==> config.mk <==
export PLATFORM = sky130hd
export DESIGN_NAME = hex_display_bank
export DESIGN_NICKNAME = d
export VERILOG_FILES = /design/src/rtl/hex_display_bank.sv
export SDC_FILE = /design/constraint.sdc
export NUM_CORES = 1
export LEC_CHECK = 0
export CAP_MARGIN = 20
export CORE_MARGIN = 3
export CORE_UTILIZATION = 53
export DETAILED_ROUTE_END_ITERATION = 10
export PLACE_DENSITY = 0.86
export SKIP_LAST_GASP = 1
export SLEW_MARGIN = 10
export SYNTH_ARGS = -nofsm -noshare
export SYNTH_HDL_FRONTEND = slang
export SYNTH_SLANG_ARGS = --single-unit
==> constraint.sdc <==
create_clock -name clock -period 2.6 [get_ports clock]
set_clock_uncertainty 0.15 [all_clocks]
set_input_delay 0.26 -clock clock [delete_from_list [all_inputs] [get_ports clock]]
set_output_delay 0.26 -clock clock [all_outputs]
set_load 0.01 [all_outputs]
==> src/rtl/hex_display_bank.sv <==
// Registered N-digit seven-segment driver with blanking, blinking and
// leading-zero suppression for common-anode (active-low) HEX displays.
module hex_display_bank #(
    parameter int N_DIGITS  = 6,
    parameter int BLINK_DIV = 25_000_000
) (
    input  logic                    clock,
    input  logic                    resetn,
    input  logic                    load,
    input  logic [4*N_DIGITS-1:0]   value,
    input  logic [N_DIGITS-1:0]     blank_mask,
    input  logic [N_DIGITS-1:0]     blink_mask,
    input  logic                    lz_en,
    output logic [7*N_DIGITS-1:0]   display,
    output logic                    blink_phase
);

    localparam int CW = $clog2(BLINK_DIV);
    localparam logic [CW-1:0] CNT_MAX = CW'(BLINK_DIV - 1);
    localparam logic [6:0] DARK = 7'h7F;

    logic [4*N_DIGITS-1:0] value_q, value_d;
    logic [CW-1:0]         cnt_q, cnt_d;
    logic                  blink_phase_q, blink_phase_d;
    logic [7*N_DIGITS-1:0] display_q, display_d;
    logic [N_DIGITS-1:0]   lz;

    function automatic logic [6:0] seg(input logic [3:0] n);
        logic [6:0] s;
        unique case (n)
            4'h0: s = 7'h40;
            4'h1: s = 7'h79;
            4'h2: s = 7'h24;
            4'h3: s = 7'h30;
            4'h4: s = 7'h19;
            4'h5: s = 7'h12;
            4'h6: s = 7'h02;
            4'h7: s = 7'h78;
            4'h8: s = 7'h00;
            4'h9: s = 7'h10;
            4'hA: s = 7'h08;
            4'hB: s = 7'h03;
            4'hC: s = 7'h46;
            4'hD: s = 7'h21;
            4'hE: s = 7'h06;
            default: s = 7'h0E;
        endcase
        return s;
    endfunction

    always_comb begin
        value_d       = load ? value : value_q;
        cnt_d         = cnt_q + CW'(1);
        blink_phase_d = blink_phase_q;
        if (cnt_q == CNT_MAX) begin
            cnt_d         = '0;
            blink_phase_d = ~blink_phase_q;
        end
    end

    // Zero run is scanned from the top digit down; digit 0 always shows.
    always_comb begin
        logic run;
        run = 1'b1;
        lz  = '0;
        for (int i = N_DIGITS - 1; i >= 0; i--) begin
            run = run && (value_q[4*i +: 4] == 4'h0);
            lz[i] = run && (i != 0);
        end
    end

    always_comb begin
        display_d = '0;
        for (int i = 0; i < N_DIGITS; i++) begin
            if (blank_mask[i])
                display_d[7*i +: 7] = DARK;
            else if (lz_en && lz[i])
                display_d[7*i +: 7] = DARK;
            else if (blink_mask[i] && blink_phase_q)
                display_d[7*i +: 7] = DARK;
            else
                display_d[7*i +: 7] = seg(value_q[4*i +: 4]);
        end
    end

    always_ff @(posedge clock or negedge resetn) begin
        if (!resetn) begin
            value_q       <= '0;
            cnt_q         <= '0;
            blink_phase_q <= 1'b0;
            display_q     <= '1;
        end else begin
            value_q       <= value_d;
            cnt_q         <= cnt_d;
            blink_phase_q <= blink_phase_d;
            display_q     <= display_d;
        end
    end

    assign display     = display_q;
    assign blink_phase = blink_phase_q;

endmodule

==> results by group, run 1 <==
Timing
  • Slew Viols, Final: 0
  • Worst-margin pin slew: approximately 0.61 ns
  • TNS Setup: 0 ns
  • Fmax: 0.474 GHz
  • Min Tclk post-route: 2.11 ns
  • Slew headroom: 58.9%
  • Final Cycle Share: about four fifths
  • Final Hold Violating Endpoints: 0
  • # setup viols final: 0
  • RSZ-0062 raised after global routing: no

Synthesis
  • Syn Inst Count: roughly 480
  • Syn nets: 552
  • Synth warn: 0
  • Syn_area_per_cell: just over 10 sq um
  • Sequential area share after synthesis: a little under 50%
  • Async SR Flop Fraction: 100%
  • FF+latch count, synth: 92
  • Number of library cell types mapped by synthesis: 48
  • Post-synth EDFFs: 0
  • Top_reg_cell synth: dfrtp_1
  • Synthesized area: 4840 sq um

Clocking
  • Worst skew pair latency: 0.35 ns
  • CTS buffer count: 9
  • H-tree depth: 3
  • Hold buffers post-CTS: 1
  • CTS tree: done
  • Reg clk slew, reported paths: 0.09 ns
  • Clock Tree Buf Depth: 2
  • Clk sink count: 92
  • CTS Root Cell: clkbuf_8
  • Post-CTS setup buffers: 0
  • Post-cts sizing count: 0

Placed design
  • Cell Area, Placed: 5750 sq um
  • Hpwl dp: ~7800 um
  • Placer Congestion: 0.949
  • Port bufs: 82

Floorplanning
  • Chip width: 102 um
  • Core area: about 8800 sq um
  • Initial Util: around 55%
  • Die height: slightly above 100 um
  • # IOs: slightly above 80
  • Row Count: 34
  • Area of the die: between 10000 and 15000 sq um

Finish
  • Final net count: 628
  • Finished Cell Area: 5950 sq um
  • Area delta synth->final: 22.9%
  • Fraction of layout cells with a size suffix above 1: 13.8%
  • Layout fillers: ~650
  • N_diodes: 0

Setup path
  • Reg-to-reg slack, setup: 0.49 ns
  • Reg2reg path depth: 6
  • Critical path launch point type: register
  • Critical R2R Capture: display[13]
  • Crit Path Max Fanout: 7
  • Crit path to: display[13]
  • Critical Path AT: 2.18 ns
  • Critical Path RT: 2.67 ns
  • Crit. End Element: register
  • WS Path Type: reg2reg
  • Crit path launch: value_q[20]
  • Worst r2r src: value_q[20]

Power
  • Power Density: between 500 and 600 nW/um^2
  • Clock Power Share: 29.4%
  • Switching part of the total: between 20% and 30%
  • P_sw: between 0.8 and 0.9 mW
  • Leak pwr: around 2.5 nW
  • Cell Int Power: 2.38 mW
  • Flop pwr share: 51.9%
  • Maximum VDD drop: about 0.27 mV
  • Combinational power share: 18.7%

GRT
  • Pin count of the biggest net entering global routing: 56
  • Vias in the first global route: 3662
  • Initial antenna violation count: 0
  • GR Util All Layers: 21.4%
  • GRT overflow: 0
  • First-pass GRT wire length: 17700 um

Run
  • Max-cap violations: 0

Detailed routing
  • Drt initial violations: between 150 and 200
  • Number of vias per cell: 5.73
  • Pre-Repair DR Iteration Count: 4
  • Drt drc: 0
  • Vias: 3824
  • Aggregate routed wire length: 10500 um
  • Routed wire per std cell: 15.7 um
  • Antenna-violating nets left: 0

Status
  • Status: finished clean

Hold path
  • Worst min-delay path category: in2async
## worst max-delay path, cell delays in order (launching register included)
cell and delay [ns]:
dfrtp_1 0.44, inv_1 0.14, ha_1 0.24, and4bb_2 0.29, nand4_1 0.16, o31a_1 0.41, o311ai_0 0.15
## cell families (layout without fill, tap and decap cells)
kind of cell,after synthesis,count (layout),synth area share (%)
adders and majority gates,34,34,8.79
buffers and inverters,47,128,3.98
and+or+nand+nor,163,163,17.5
AOI/OAI and AO/OA,119,119,16.6
muxes,7,7,1.58
DFF,92,92,48.6
xor gates and xnor gates,16,16,2.89
## power by group through the flow
stage / clock network, mW / logic [mW] / registers (mW)
finish: 0.961 / 0.614 / 1.70
floorplan: 0 / 0.297 / 1.71
global placement: 0 / 0.593 / 1.72
CTS: 0.980 / 0.617 / 1.70
detailed placement: 0 / 0.612 / 1.72
global route: 1.04 / 0.680 / 1.72
## worst min-delay path by stage
| stage | start | end | slack [ns] | cells past startpoint |
|---|---|---|---|---|
| after global routing | resetn | cnt_q[14] | 0.31 | 2 |
| after detailed placement | resetn | blink_phase | 0.11 | 1 |
| after CTS | resetn | cnt_q[22] | 0.27 | 2 |
| after global placement | resetn | blink_phase | 0.1 | 1 |
| final | resetn | cnt_q[22] | 0.26 | 2 |
| after floorplan | resetn | blink_phase | -0.19 | 0 |
## layout by cell type (no fill, tap or decap), types with 6 or more instances in the layout
cell type        count
dfrtp_1             50
xnor2_1              7
clkdlybuf4s50_1     81
o311ai_0            20
xor2_1               9
nand2_1             64
clkbuf_8            10
buf_4                6
ha_1                34
nor2_1              23
o21ai_0             36
dfstp_2             42
inv_1               23
nand3_1             15
nand4_1              8
a21oi_1             14
nand2b_1            17
o211ai_1            24
## per-stage QoR
step / total power, mW / utilization [%] / worst slack (ns) / hold slack, ns / std cells
finish: 3.27 / 67.6 / 0.490 / 0.264 / 667
global route: 3.44 / 67.6 / 0.349 / 0.310 / 667
CTS: 3.29 / 67.6 / 0.495 / 0.266 / 667
detailed placement: 2.33 / 65.2 / 0.527 / 0.112 / 650
global placement: 2.31 / 65.2 / 0.647 / 0.0997 / 650
floorplan: 2.01 / - / 0.711 / -0.186 / 478
## flip-flops by register name (all words and copies together), names as in the netlist
register and flops:
display 42, cnt_q 25, value_q 24, blink_phase 1
## synthesized netlist by cell type, drive strengths merged, types with 5 or more instances
cell type,instances,share of area (%)
inv,23,1.8
nand2,64,5.0
ha,34,8.8
nand3,15,1.6
dfstp,42,23
xor2,9,1.6
xnor2,7,1.3
nor2,23,1.8
clkbuf,21,1.6
dfrtp,50,26
o211ai,24,3.7
or4,5,0.85
o31ai,5,0.78
mux2,5,1.2
a21oi,15,1.6
nand2b,17,2.2
nand4,10,1.7
nor2b,5,0.65
o311ai,20,3.6
o21ai,36,3.7
## layer usage
layer / GRT usage, % / routed length (um)
met4: 4.91 / 91
met1: 28.9 / 4620
met2: 35.9 / 5220
met3: 4.20 / 545
met5: 0 / 0
## cell type report
cell class | instances | area (sq um) | area share, %
tap | 108 | 135 | 2.27
clock inverter | 4 | 48.8 | 0.820
inverter | 23 | 86.3 | 1.45
clock buffer | 12 | 145 | 2.44
sequential | 92 | 2350 | 39.6
multi-input combinational | 339 | 2290 | 38.5
timing repair buffer | 89 | 886 | 14.9
Power figures use the tool's default switching activity.
==> run 2: changes to the inputs <==
==> constraint.sdc (replaced) <==
create_clock -name clock -period 2.2 [get_ports clock]
set_clock_uncertainty 0.15 [all_clocks]
set_input_delay 0.22 -clock clock [delete_from_list [all_inputs] [get_ports clock]]
set_output_delay 0.22 -clock clock [all_outputs]
set_load 0.01 [all_outputs]
==> results by group, run 2 (same netlist as run 1, synthesis figures left out) <==
Clocking
  • H-tree depth: 3 (unchanged)
  • Clk sink count: 92 (unchanged)
  • CTS tree: done (unchanged)
  • CTS buffer count: 9 (unchanged)
  • Reg clk slew, reported paths: 0.09 ns (about the same)
  • Clock Tree Buf Depth: 2 (unchanged)
  • Post-cts sizing count: 0 (unchanged)
  • CTS Root Cell: clkbuf_8 (unchanged)
  • Worst skew pair latency: 0.35 ns (about the same)

Timing
  • TNS Setup: 0 ns (unchanged)
  • Worst-margin pin slew: 0.504 ns (was 0.615 ns)
  • RSZ-0062 raised after global routing: no (unchanged)
  • Slew Viols, Final: 0 (unchanged)
  • Fmax: 0.481 GHz (was 0.474 GHz)
  • Final Cycle Share: 94.5% (was 81.1%)
  • Slew headroom: 66.4% (was 58.9%)
  • # setup viols final: 0 (unchanged)
  • Worst Hold Slack: 0.216 ns (was 0.264 ns)
  • Final Hold Violating Endpoints: 0 (unchanged)
  • Min Tclk post-route: 2.08 ns (was 2.11 ns)

Status
  • Status: finished clean (unchanged)

Detailed routing
  • Drt initial violations: 115 (was 184)
  • Pre-Repair DR Iteration Count: 4 (unchanged)
  • Antenna-violating nets left: 0 (unchanged)
  • Number of vias per cell: 5.72 (was 5.73)
  • Routed wire per std cell: 15.8 um (was 15.7 um)
  • Vias: 3828 (was 3824)
  • Drt drc: 0 (unchanged)
  • Aggregate routed wire length: 10600 um (was 10500 um)

Setup path
  • Reg-to-reg slack, setup: 0.12 ns (was 0.49 ns)
  • Critical Path AT: 2.16 ns (was 2.18 ns)
  • Critical Path RT: 2.28 ns (was 2.67 ns)
  • Critical path launch point type: register (unchanged)
  • WS Path Type: reg2reg (unchanged)
  • Worst r2r src: value_q[20] (unchanged)
  • Crit Path Max Fanout: 7 (unchanged)
  • Crit path launch: value_q[20] (unchanged)
  • Reg2reg path depth: 6 (unchanged)
  • Critical R2R Capture: display[11] (was display[13])
  • Crit. End Element: register (unchanged)

Placed design
  • Hpwl dp: 7800 um (was 7780 um)
  • Placer Congestion: 0.917 (was 0.949)
  • Port bufs: 82 (unchanged)

Finish
  • Area delta synth->final: 22.7% (was 22.9%)
  • Largest register FFs: 42 (unchanged)
  • Commonest non-fill, non-tap cell in the layout: clkdlybuf4s50_1 (unchanged)
  • Post-layout util: 67.5% (was 67.6%)
  • Final net count: 630 (was 628)
  • Most frequent cells in the layout: 81 x clkdlybuf4s50_1, 64 x nand2_1, 50 x dfrtp_1 (unchanged)
  • N_diodes: 0 (unchanged)
  • Fraction of layout cells with a size suffix above 1: 14.3% (was 13.8%)

Power
  • Combinational power share: 19.8% (was 18.7%)
  • Cell Int Power: 2.70 mW (was 2.38 mW)
  • P_sw: 1.06 mW (was 0.894 mW)
  • Switching part of the total: 28.1% (was 27.3%)
  • Power Density: 633 nW/um^2 (was 550 nW/um^2)
  • Clock Power Share: 27.0% (was 29.4%)
  • Leak pwr: 2.48 nW (about the same)
  • Maximum VDD drop: 0.373 mV (was 0.274 mV)
  • Flop pwr share: 53.2% (was 51.9%)

GRT
  • Initial antenna violation count: 0 (unchanged)
  • Vias in the first global route: 3685 (was 3662)
  • GR Util All Layers: 21.4% (about the same)
  • Pin count of the biggest net entering global routing: 56 (unchanged)
  • GRT overflow: 0 (unchanged)
  • First-pass GRT wire length: 17500 um (was 17700 um)

Floorplanning
  • Area of the die: 10300 sq um (unchanged)
  • Core area: 8810 sq um (unchanged)
  • Chip width: 102 um (unchanged)
  • # IOs: 83 (unchanged)
  • Initial Util: 55.0% (unchanged)
  • Row Count: 34 (unchanged)
  • Die height: 102 um (unchanged)

Hold path
  • Worst min-delay path category: in2async (unchanged)

Run
  • Max-cap violations: 0 (unchanged)
## run 2: cell count changes in the layout (fill, tap and decap cells not counted)
cell,before,now
buf_4,6,8
clkinv_2,0,2
clkinv_4,0,1
clkinvlp_4,2,1
clkinv_1,1,0
bufinv_16,1,0
## run 2: cell type report
class	instances	area, sq um
tap	108	135
inverter	23	86.3
timing repair buffer	91	901
multi-input combinational	339	2290
clock buffer	12	145
clock inverter	4	26.3
fill	657	2860
sequential	92	2350
## run 2: worst max-delay path by stage
stage / end / cells after the start
finish: display[11] / 6
global route: display[11] / 6
CTS: display[11] / 6
detailed placement: display[11] / 6
global placement: display[11] / 6
floorplan: cnt_q[22] / 6
## run 2: metrics by stage
stage	area, sq um	setup WS [ns]	std cells	power (mW)
4_1_cts	5940	0.0690	669	3.79
6_report	5940	0.121	669	3.76
3_5_place_dp	5760	0.0959	652	2.77
5_1_grt	5940	0.00243	669	3.96
2_1_floorplan	4840	0.311	478	2.38
3_3_place_gp	5760	0.252	652	2.74
## run 2: worst max-delay path, cell delays in order, from the launching register on
cell and delay, ns:
dfrtp_1 0.46, inv_1 0.15, ha_1 0.23, and4bb_2 0.29, nand4_1 0.17, o31a_1 0.37
o311ai_0 0.15
## run 2: metal layers
metal  share of wire (%)  vias up  global-route usage, %
met4                 1.6        0                   6.13
met1                  45     1863                   29.0
met2                  49       99                   35.7
met3                 4.5       16                   3.51
met5                   0        -                      0
li1                    -     1850                      -
## run 2: power groups by stage
stage / sequential, mW / clock, mW / combinational, mW
2_1_floorplan: 2.02 / 0 / 0.351
3_3_place_gp: 2.02 / 0 / 0.716
3_5_place_dp: 2.03 / 0 / 0.743
4_1_cts: 2.00 / 1.04 / 0.749
5_1_grt: 2.02 / 1.12 / 0.820
6_report: 2.00 / 1.02 / 0.745
## run 2: what timing repair did
| action | CTS | global route |
|---|---|---|
| setup buffers | 0 | 0 |
| setup endpoints to repair | 0 | 3 |
| hold buffers | 1 | 0 |
| hold endpoints to repair | 26 | 0 |
